==> config.mk <==
export PLATFORM = sky130hd
export DESIGN_NAME = divider_sequential
export DESIGN_NICKNAME = d
export VERILOG_FILES = /design/src/rtl/fu_pkg.sv /design/src/rtl/divider_sequential_div_step.sv /design/src/rtl/divider_sequential.sv
export SDC_FILE = /design/constraint.sdc
export NUM_CORES = 1
export LEC_CHECK = 0
export BUFFER_PORTS_ARGS = -buffer_cell sky130_fd_sc_hd__buf_4
export CORE_MARGIN = 5
export CORE_UTILIZATION = 45
export DETAILED_ROUTE_END_ITERATION = 8
export PLACE_DENSITY = 0.76
export SLEW_MARGIN = 10
export SYNTH_ARGS = -nofsm -noshare
export SYNTH_HDL_FRONTEND = slang
export SYNTH_SLANG_ARGS = --single-unit
==> constraint.sdc <==
create_clock -name clk -period 4.5 [get_ports clk]
set_clock_uncertainty 0.15 [all_clocks]
set_input_delay 0.45 -clock clk [delete_from_list [all_inputs] [get_ports clk]]
set_output_delay 0.45 -clock clk [all_outputs]
set_load 0.01 [all_outputs]
==> src/rtl/fu_pkg.sv <==
// Shared definitions for the functional-unit set (multiplier, divider).
//   div_state_t        : divider FSM state encoding
//   DIV_WIDTH_DEFAULT  : default operand width, shared with multiplier benches
//   div_cnt_w()        : width of a counter that must hold the value 0..width
package fu_pkg;

    typedef enum logic [1:0] {
        DIV_IDLE,
        DIV_RUN,
        DIV_DONE
    } div_state_t;

    localparam int DIV_WIDTH_DEFAULT = 32;

    function automatic int div_cnt_w(input int width);
        return $clog2(width + 1);
    endfunction

endpackage

==> src/rtl/divider_sequential_div_step.sv <==
// One restoring-division iteration, purely combinational.
// The partial remainder and dividend/quotient register are treated as one
// long register shifted left by one; the divisor is then trial-subtracted
// from the upper part.
// Ports:
//   i_rem     [WIDTH:0]   current partial remainder
//   i_quo_msb             bit shifted out of the dividend/quotient register
//   i_divisor [WIDTH-1:0] divisor
//   o_rem     [WIDTH:0]   partial remainder after this iteration
//   o_q_bit               quotient bit produced by this iteration
module div_step
    import fu_pkg::*;
#(
    parameter int WIDTH = DIV_WIDTH_DEFAULT
) (
    input  logic [WIDTH:0]   i_rem,
    input  logic             i_quo_msb,
    input  logic [WIDTH-1:0] i_divisor,
    output logic [WIDTH:0]   o_rem,
    output logic             o_q_bit
);

    logic [WIDTH+1:0] w_shifted;
    logic [WIDTH+1:0] w_trial;

    // One guard bit above the shifted remainder makes the borrow of the
    // subtraction appear as the sign bit of w_trial.
    assign w_shifted = {i_rem, i_quo_msb};
    assign w_trial   = w_shifted - {2'b00, i_divisor};

    assign o_q_bit = ~w_trial[WIDTH+1];
    assign o_rem   = o_q_bit ? w_trial[WIDTH:0] : w_shifted[WIDTH:0];

endmodule

==> src/rtl/divider_sequential.sv <==
// Iterative unsigned divider: q = a / b, r = a % b, one quotient bit per clock.
// Handshake: start is accepted when the unit is not running; done pulses for
// one cycle when q/r hold the new result. q/r keep their value until the next
// result is written.
// Ports:
//   clk    clock, all state changes on posedge
//   reset  synchronous, active-high; aborts any operation in progress
//   start  operation request, accepted when busy=0
//   a, b   dividend / divisor, sampled only on an accepted start
//   busy   high while iterating; start is ignored then
//   done   one-cycle pulse, q/r valid from this cycle onward
//   q, r   quotient / remainder (b==0 gives q=all ones, r=a)
// Timing: start accepted at edge N -> WIDTH iteration edges (N+1..N+WIDTH),
// one DONE edge (N+WIDTH+1) that writes q/r and raises done.
// Divide by zero skips the iterations: DONE edge is N+1.
module divider_sequential
    import fu_pkg::*;
#(
    parameter int WIDTH = DIV_WIDTH_DEFAULT
) (
    input  logic             clk,
    input  logic             reset,
    input  logic             start,
    input  logic [WIDTH-1:0] a,
    input  logic [WIDTH-1:0] b,
    output logic             busy,
    output logic             done,
    output logic [WIDTH-1:0] q,
    output logic [WIDTH-1:0] r
);

    localparam int CNT_W = div_cnt_w(WIDTH);

    div_state_t       r_state;
    logic [CNT_W-1:0] r_cnt;
    logic [WIDTH:0]   r_rem;
    logic [WIDTH-1:0] r_quo;
    logic [WIDTH-1:0] r_div;
    logic [WIDTH-1:0] r_q;
    logic [WIDTH-1:0] r_r;
    logic             r_busy;
    logic             r_done;

    logic [WIDTH:0]   w_rem_next;
    logic             w_q_bit;
    logic             w_accept;

    div_step #(
        .WIDTH(WIDTH)
    ) u_step (
        .i_rem    (r_rem),
        .i_quo_msb(r_quo[WIDTH-1]),
        .i_divisor(r_div),
        .o_rem    (w_rem_next),
        .o_q_bit  (w_q_bit)
    );

    // DONE accepts a new request just like IDLE, so back-to-back operations
    // lose no cycle.
    assign w_accept = start && (r_state != DIV_RUN);

    always_ff @(posedge clk) begin
        if (reset) begin
            r_state <= DIV_IDLE;
            r_cnt   <= '0;
            r_busy  <= 1'b0;
            r_done  <= 1'b0;
            r_q     <= '0;
            r_r     <= '0;
        end else begin
            r_done <= 1'b0;

            case (r_state)
                DIV_IDLE: begin
                    r_state <= DIV_IDLE;
                end
                DIV_RUN: begin
                    r_rem <= w_rem_next;
                    r_quo <= {r_quo[WIDTH-2:0], w_q_bit};
                    r_cnt <= r_cnt - 1'b1;
                    if (r_cnt == CNT_W'(1)) begin
                        r_state <= DIV_DONE;
                        r_busy  <= 1'b0;
                    end
                end
                DIV_DONE: begin
                    // Results become visible only here, never mid-iteration.
                    r_q     <= r_quo;
                    r_r     <= r_rem[WIDTH-1:0];
                    r_done  <= 1'b1;
                    r_state <= DIV_IDLE;
                end
                default: begin
                    r_state <= DIV_IDLE;
                    r_busy  <= 1'b0;
                end
            endcase

            // Placed after the case so a request in DONE overrides the return
            // to IDLE; the accumulators are reloaded in the same edge that
            // copies the finished result out of them.
            if (w_accept) begin
                r_div <= b;
                r_cnt <= CNT_W'(WIDTH);
                if (b == '0) begin
                    // Divide by zero: preload the defined result and skip RUN.
                    r_quo   <= '1;
                    r_rem   <= {1'b0, a};
                    r_state <= DIV_DONE;
                    r_busy  <= 1'b0;
                end else begin
                    r_quo   <= a;
                    r_rem   <= '0;
                    r_state <= DIV_RUN;
                    r_busy  <= 1'b1;
                end
            end
        end
    end

    assign busy = r_busy;
    assign done = r_done;
    assign q    = r_q;
    assign r    = r_r;

endmodule

==> results by group, run 1 <==
Status
  • Status: finished clean

STA
  • Final setup TNS: 0 ps
  • Min cycle time layout: about 3700 ps
  • Worst slew margin: 33.9%
  • Period utilization: 81.3%
  • RSZ-0062 raised after global routing: no
  • Hold violation count in the final report: 0
  • Setup-failing EPs final: 0
  • Pins over their slew limit: 0
  • FMAX: 273 MHz
  • Worst Max-Slew Pin Slew: around 990 ps

Layout
  • Footprint of the multi-input gates: 0.00399 sq mm
  • N_diodes: 0
  • # fillers: 1754
  • Area Growth Syn to Fin: 20.3%
  • Nets: roughly 1200
  • Sequential Area: 0.00439 sq mm
  • Share of layout cells above drive strength 1: 17.6%

Worst setup path
  • Kind of critical path: reg -> reg
  • CP Data Required Time: roughly 4600 ps
  • FF-to-FF setup slack: 840 ps
  • Slowest stage cell, crit path: edfxtp_1
  • RR Startpoint: r_rem[29]$_DFFE_PP_
  • Worst setup SP type: register
  • R2r endpoint: r_rem[21]$_DFFE_PP_
  • CP max stage delay: 470 ps
  • Worst Path Max Fanout: 26
  • Worst setup startpoint: r_rem[29]$_DFFE_PP_
  • Worst Reg-to-Reg Cells: 10
  • Crit. End Element: register
  • Crit-path cells: ha_1, a21o_1, a211oi_1, o2111ai_1, a221o_1, a21oi_1, or3_1, buf_4, nand2_2, o21ai_0
  • Setup crit end: r_rem[21]$_DFFE_PP_
  • Critical Path AT: 3760 ps

Logic synthesis
  • Syn Nets: between 1000 and 1500
  • Post-Synth XOR/XNOR Area: 3.01%
  • Warnings from Yosys: 0
  • Post-synth EDFFs: 97
  • Post-synthesis mux area share: 2.12%
  • Synth area leader: edfxtp_1
  • Synth Area in Adders: 5.10%
  • Synth Register Bits: 171
  • Mapped cell area: 0.00874 sq mm
  • Compound-Gate Fraction of Synth Area: a little under a fifth
  • Sequential-to-total area share from yosys stat: 50.3%
  • Syn_area_per_cell: just over 9 sq um
  • Synthesized instance count: 958
  • Ys flop type: edfxtp_1
  • Largest family of logic cells by synthesized area: compound AO/OA/AOI/OAI gates
  • Area contributors post-synth: edfxtp_1, dfxtp_1, nand2_1
  • Yosys cell types: 64
  • Synth top area share: 33.3%
  • Post-Synth Simple-Gate Area: 16.9%
  • Synth async-reset ratio: 0%

Power and ir drop
  • Static Leak: 4.21 nW
  • Max VDD drop: 274 uV
  • Power Density: between 400 and 500 mW/mm^2
  • Pwr Total: 4.30 mW

Drt
  • First-pass DRT Iterations: 5
  • Vias: 7371
  • Final ANT Viol Nets: 0
  • DRT Wirelength: between 20 and 25 mm
  • DR WL/cell: 17.2 um
  • Vias/cell: 5.48
  • Initial drt markers: 601
  • DRC violations left: 0

Clocking
  • H-tree depth: 4
  • CTS Root Cell: clkbuf_16
  • Post-CTS Hold Buffers: 0
  • Clock Sinks: 171
  • PostCTS Resize Cnt: 0
  • Num CTS Buffers: 17
  • Clk buf depth: 2
  • CTS clk-pin slew, worst paths: 70 ps
  • Worst-skew pair later-pin latency: 440 ps
  • Setup bufs post-CTS: 0
  • CTS tree: built

Global route
  • Grt total ovfl: 0
  • Vias in the first global route: 6868
  • First-pass GRT wire length: ~36 mm
  • Overall Global Routing Usage: 20.8%
  • Largest net degree at the start of global routing: 77
  • Initial antenna violation count: 0

Floorplan
  • Number of I/O pins: 133
  • Std cell rows: 51
  • DIE WIDTH: approximately 150 um
  • Core footprint: between 0.015 and 0.02 sq mm
  • Die area: approximately 0.022 sq mm
  • Die Ht: 149 um
  • Initial Util: 45.3%

Placed design
  • HPWL Detailed: 17.1 mm
  • GPL Wtd Cong: 0.890
  • Port bufs: 132

Min path
  • Hold Path Class: in -> reg

Job
  • Max-Cap Viols: 0
worst max-delay path: cells and delay by family, from the launching register on:
kind / cells / cell delay (ps)
buffers and inverters: 1 / 380
adder cells (fa/ha/maj): 1 / 410
AND/OR/NAND/NOR: 2 / 390
AO/OA/AOI/OAI: 6 / 1670
flip-flops: 1 / 470
state kept, by name (all words and copies together), names as in the netlist, 2 cells and up:
register,flops
q,32
r_state,2
r_quo,32
r,32
r_rem,33
r_div,32
r_cnt,6
cells in the final DEF, fill, tap and decap left out, types with 3 or more instances in the layout:
cell type and n:
a211o_1 3, clkinvlp_4 3, nand2b_1 6, dfxtp_1 74, xor2_1 9, inv_1 42, buf_4 142, a211oi_1 3
edfxtp_1 97, a31oi_1 8, nor3_1 14, or3_1 3, ha_1 34, o41ai_1 3, o211ai_1 8, o21bai_1 4
nor4_1 11, nor2_1 29, a21oi_1 124, nand4_1 5, nor2b_1 4, clkbuf_16 17, nand3_1 18, o21ai_0 69
nand2_1 230, a21o_1 9, xnor2_1 21, o21a_1 4, clkinv_1 3, and3_1 5, a21boi_0 3, mux2i_1 17
a32oi_1 7
metrics by stage:
step / std cells / cell area, sq um / utilization [%] / hold WS [ps] / setup WS, ps
final: 1346 / 10500 / 54.6 / 49.6 / 840
after global routing: 1346 / 10500 / 54.6 / 32.2 / 572
after CTS: 1346 / 10500 / 54.5 / 31.6 / 826
after detailed placement: 1314 / 9930 / 51.5 / 297 / 828
after global placement: 1314 / 9930 / 51.5 / 294 / 885
after floorplan: 958 / 8740 / - / 331 / 403
final cells by class:
cell class	instances	area share (%)
Timing Repair Buffer	142	10.1
Inverter	42	1.50
Clock buffer	18	4.08
Clock inverter	14	1.38
Tap cell	265	3.15
Sequential cell	171	41.8
Multi-Input combinational cell	694	37.9
Yosys cell counts, types with 4 or more instances:
cell type  number
nor2b_1         5
o211ai_1        8
nand4_1         5
nor3_1         14
o21bai_1        4
mux2i_1        17
buf_2           4
dfxtp_1        74
a32oi_1         7
nand3_1        18
xnor2_1        21
ha_1           34
o21ai_0        69
clkbuf_1       40
and3_1          5
nor2_1         32
a21oi_1       124
edfxtp_1       97
o21a_1          4
nand2b_1        7
a21o_1          9
a31oi_1         8
xor2_1          9
nand2_1       231
nor4_1         11
inv_1          42
power breakdown:
| group | switching (mW) | leakage, nW | total, mW | internal [mW] |
|---|---|---|---|---|
| Sequential | 0.0802 | 1.52 | 1.88 | 1.80 |
| Clock | 0.632 | 0.271 | 1.45 | 0.819 |
| Combinational | 0.573 | 2.41 | 0.966 | 0.392 |
| Total | 1.29 | 4.21 | 4.30 | 3.01 |
routing by layer:
| metal | GRT usage (%) | vias up | part of all wire, % |
|---|---|---|---|
| met5 | 0 | - | 0 |
| met1 | 29.5 | 3376 | 44 |
| met4 | 8.74 | 0 | 3.2 |
| met2 | 30.7 | 319 | 44 |
| li1 | - | 3624 | - |
| met3 | 4.86 | 52 | 8.5 |
worst min-delay path by stage:
stage                            start                   to  depth (start not counted)
floorplan            q[0]$_SDFFE_PP0P_    q[0]$_SDFFE_PP0P_                          2
global placement    q[18]$_SDFFE_PP0P_   q[18]$_SDFFE_PP0P_                          2
detailed placement   r[4]$_SDFFE_PP0P_    r[4]$_SDFFE_PP0P_                          2
CTS                              b[28]  r_div[28]$_DFFE_PP_                          1
global route                     b[28]  r_div[28]$_DFFE_PP_                          1
finish                            b[8]   r_div[8]$_DFFE_PP_                          1
cells by family after synthesis:
kind of cell,count (synthesis)
muxes,18
buffers and inverters,93
AOI/OAI and AO/OA,267
DFF,171
and+or+nand+nor,344
adders and majority gates,35
xor gates and xnor gates,30
Note: power is estimated with default switching activity, not from simulation.
==> run 2, diff against run 1 <==
--- a/config.mk
+++ b/config.mk
@@ -9,7 +9,7 @@
 export CORE_MARGIN = 5
 export CORE_UTILIZATION = 45
 export DETAILED_ROUTE_END_ITERATION = 8
-export PLACE_DENSITY = 0.76
+export PLACE_DENSITY = 0.78
 export SLEW_MARGIN = 10
 export SYNTH_ARGS = -nofsm -noshare
 export SYNTH_HDL_FRONTEND = slang
==> constraint.sdc (replaced) <==
create_clock -name clk -period 3.2 [get_ports clk]
set_clock_uncertainty 0.15 [all_clocks]
set_input_delay 0.32 -clock clk [delete_from_list [all_inputs] [get_ports clk]]
set_output_delay 0.32 -clock clk [all_outputs]
set_load 0.01 [all_outputs]
==> run 2 against run 1 <==
Against the previous run: register-to-register slack got worse by 830 ps; via count increased by 5.9%; cell count increased by 5.3%; non-clock buffer count increased by 72; combinational power increased by 68%; worst setup slack got worse by 830 ps; sequential share of layout area decreased by 3.2 points; worst hold slack improved by 7.1 ps; largest power group unchanged; highest routed layer unchanged.
==> results by group, run 2 (same netlist as run 1, synthesis figures left out) <==
Status
  • Status: finished clean

Job
  • Max-Cap Viols: 0 (unchanged)

Drt
  • M1 WL: 10.6 mm (+2.5%)
  • DR WL/cell: 17.4 um (+1.2%)
  • Routed wl met3: 2.18 mm (+10%)
  • DRC violations left: 0 (unchanged)
  • Final ANT Viol Nets: 0 (unchanged)
  • WL met2: 11.1 mm (+9.9%)
  • Highest metal used: met4
  • DRT Wirelength: 24.7 mm (+6.6%)
  • Vias/cell: 5.50 (+0.51%)
  • Vias: 7805 (+5.9%)
  • First-pass DRT Iterations: 6 (+1)
  • Initial drt markers: 708 (+18%)

Worst setup path
  • Kind of critical path: reg -> reg
  • Critical Path AT: 3210 ps (-550 ps)
  • Worst Reg-to-Reg Cells: 10 (unchanged)
  • Worst Path Buf+Inv: 1 (unchanged)
  • Crit. End Element: register
  • Worst setup SP type: register
  • RR Startpoint: r_rem[2]$_DFFE_PP_
  • Crit-path cells: ha_4, o211ai_1, a21oi_2, o211ai_1, o211a_2, a2111oi_4, or3_4, clkbuf_16, mux2i_1, o21ai_1
  • Slowest stage cell, crit path: edfxtp_1
  • FF-to-FF setup slack: 7 ps (-830 ps)
  • CP max stage delay: 490 ps (+20 ps)
  • R2r endpoint: r_rem[3]$_DFFE_PP_
  • CP Data Required Time: 3220 ps (-1380 ps)
  • Crit path max-delay family: compound AO/OA/AOI/OAI gates
  • Most used cell, CP: o211ai_1
  • Worst Path Max Fanout: 6 (-77%)

Layout
  • Nets: 1242 (+6.2%)
  • N_diodes: 0 (unchanged)
  • Finished Layout Cells: 1418 (+5.3%)
  • # fillers: 1680 (-4.2%)
  • Area Growth Syn to Fin: 30.2%
  • Commonest non-fill, non-tap cell in the layout: nand2_1
  • Share of layout cells above drive strength 1: 22.3% (+4.7 points)
  • Max reg flops: 33 (unchanged)
  • Sequential Area: 0.00439 sq mm (unchanged)
  • Post-route cell area: 0.0114 sq mm (+8.2%)
  • Biggest register: r_rem
  • Footprint of the multi-input gates: 0.00415 sq mm (+4.0%)
  • Final Util: 59.0% (+4.5 points)
  • Most frequent cells in the layout: nand2_1, buf_4, a21oi_1

Placed design
  • HPWL Detailed: 17.8 mm (+4.1%)
  • Area after DPL: 0.0102 sq mm (+2.3%)
  • GPL Wtd Cong: 0.910 (+2.2%)
  • Placed insts: 1343 (+2.2%)
  • Port bufs: 132 (unchanged)
  • Worst slack at placement: -38.0 ps (-866 ps)

Clocking
  • CTS Root Cell: clkbuf_16
  • Num CTS Buffers: 17 (unchanged)
  • CTS clk-pin slew, worst paths: 70 ps (about the same)
  • CTS tree: built
  • H-tree depth: 4 (unchanged)
  • Clock Sinks: 171 (unchanged)
  • Clk buf depth: 2 (unchanged)
  • Worst-skew pair later-pin latency: 430 ps (about the same)

Min path
  • Hold Path Class: in -> reg
  • Hold path depth: 3 (+2)
  • Hold worst-path end: r_rem[19]$_DFFE_PP_
  • Hold Crit Start: a[19]

Global route
  • Largest net degree at the start of global routing: 77 (unchanged)
  • First-pass GRT wire length: 37.9 mm (+4.0%)
  • Initial antenna violation count: 0 (unchanged)
  • Vias in the first global route: 7233 (+5.3%)
  • Overall Global Routing Usage: 21.6% (+0.73 points)
  • Grt total ovfl: 0 (unchanged)

STA
  • Fin Hold WS: 56.7 ps (+7.08 ps)
  • Worst slew margin: 45.8% (+12 points)
  • Period utilization: 99.8% (+18 points)
  • Min cycle time layout: 3190 ps (-467 ps)
  • Hold violation count in the final report: 0 (unchanged)
  • RSZ-0062 raised after global routing: yes
  • Setup-failing EPs final: 0 (unchanged)
  • Pins over their slew limit: 0 (unchanged)
  • Worst setup margin: 7.38 ps (-833 ps)
  • Worst Max-Slew Pin Slew: 814 ps (-175 ps)
  • FMAX: 313 MHz (+15%)

Floorplan
  • Die area: 0.0223 sq mm (unchanged)
  • DIE WIDTH: 149 um (unchanged)
  • Number of I/O pins: 133 (unchanged)
  • Initial Util: 45.3% (unchanged)
  • Std cell rows: 51 (unchanged)
  • Core footprint: 0.0193 sq mm (unchanged)
  • Die Ht: 149 um (unchanged)

Power and ir drop
  • Static Leak: 4.58 nW (+8.9%)
  • Switching share of total power: 30.0% (+0.12 points)
  • Clock share of power: 33.7% (about the same)
  • Power Density: 567 mW/mm^2 (+39%)
  • Max VDD drop: 409 uV (+49%)
  • Internal: 4.52 mW (+50%)
  • Sequential power share: 41.2% (-2.6 points)
  • Sw power: 1.94 mW (+51%)
  • Comb pwr share: 25.1% (+2.6 points)
## run 2: cell types whose count changed in the layout (fill, tap and decap cells not counted), moves of 5 or more
cell           delta
ha_2              +5
o21ai_0           -8
buf_4            +37
ha_1             -13
o21ai_1           +7
ha_4              +8
dlygate4sd3_1    +32
## run 2: tightest hold or removal path, cell delays in order
cell and delay, ps:
buf_4 100, nand2_1 40, o21ai_1 60
## run 2: worst max path at each step
stage	startpoint	end	slack, ps	cells after the start
2_1_floorplan	r_state[0]$_SDFFE_PP0P_	r_quo[0]$_DFFE_PP_	180	3
3_3_place_gp	r_rem[17]$_DFFE_PP_	r_rem[1]$_DFFE_PP_	40	10
3_5_place_dp	r_rem[16]$_DFFE_PP_	r_rem[0]$_DFFE_PP_	-40	10
4_1_cts	r_rem[16]$_DFFE_PP_	r_rem[0]$_DFFE_PP_	5	10
5_1_grt	r_div[1]$_DFFE_PP_	r_rem[3]$_DFFE_PP_	-90	11
6_report	r_rem[2]$_DFFE_PP_	r_rem[3]$_DFFE_PP_	7	10
## run 2: cell type report
class / instances / area share (%)
Clock buffer: 18 / 3.77
Clock inverter: 14 / 1.63
Inverter: 42 / 1.39
Multi-Input combinational cell: 694 / 36.4
Sequential cell: 171 / 38.6
Tap cell: 265 / 2.91
Timing Repair Buffer: 214 / 15.2
## run 2: power groups by stage
| stage | Clock [mW] | Sequential, mW | Combinational [mW] |
|---|---|---|---|
| 2_1_floorplan | 0 | 2.66 | 0.969 |
| 3_3_place_gp | 0 | 2.69 | 1.41 |
| 3_5_place_dp | 0 | 2.70 | 1.44 |
| 4_1_cts | 2.20 | 2.65 | 1.48 |
| 5_1_grt | 2.29 | 2.67 | 1.76 |
| 6_report | 2.17 | 2.66 | 1.62 |
## run 2: timing repair
item                       4_1_cts  5_1_grt
buffers inserted                 0        9
gates resized for setup          5       30
hold buffers                    32        0
hold endpoints to repair        32        0
pin swaps                        0       20
setup endpoints to repair        6       32
gates cloned                     0        2
## run 2: per-layer routing
metal	global-route usage, %	up-vias
met1	31.0	3612
met5	0	-
met3	3.46	66
met2	32.6	370
li1	-	3757
met4	8.56	0
## run 2: through the flow
step	TNS [ps]	total power [mW]
finish	0	6.45
global route	-589	6.73
CTS	0	6.33
detailed placement	-77.1	4.13
global placement	0	4.10
floorplan	0	3.63
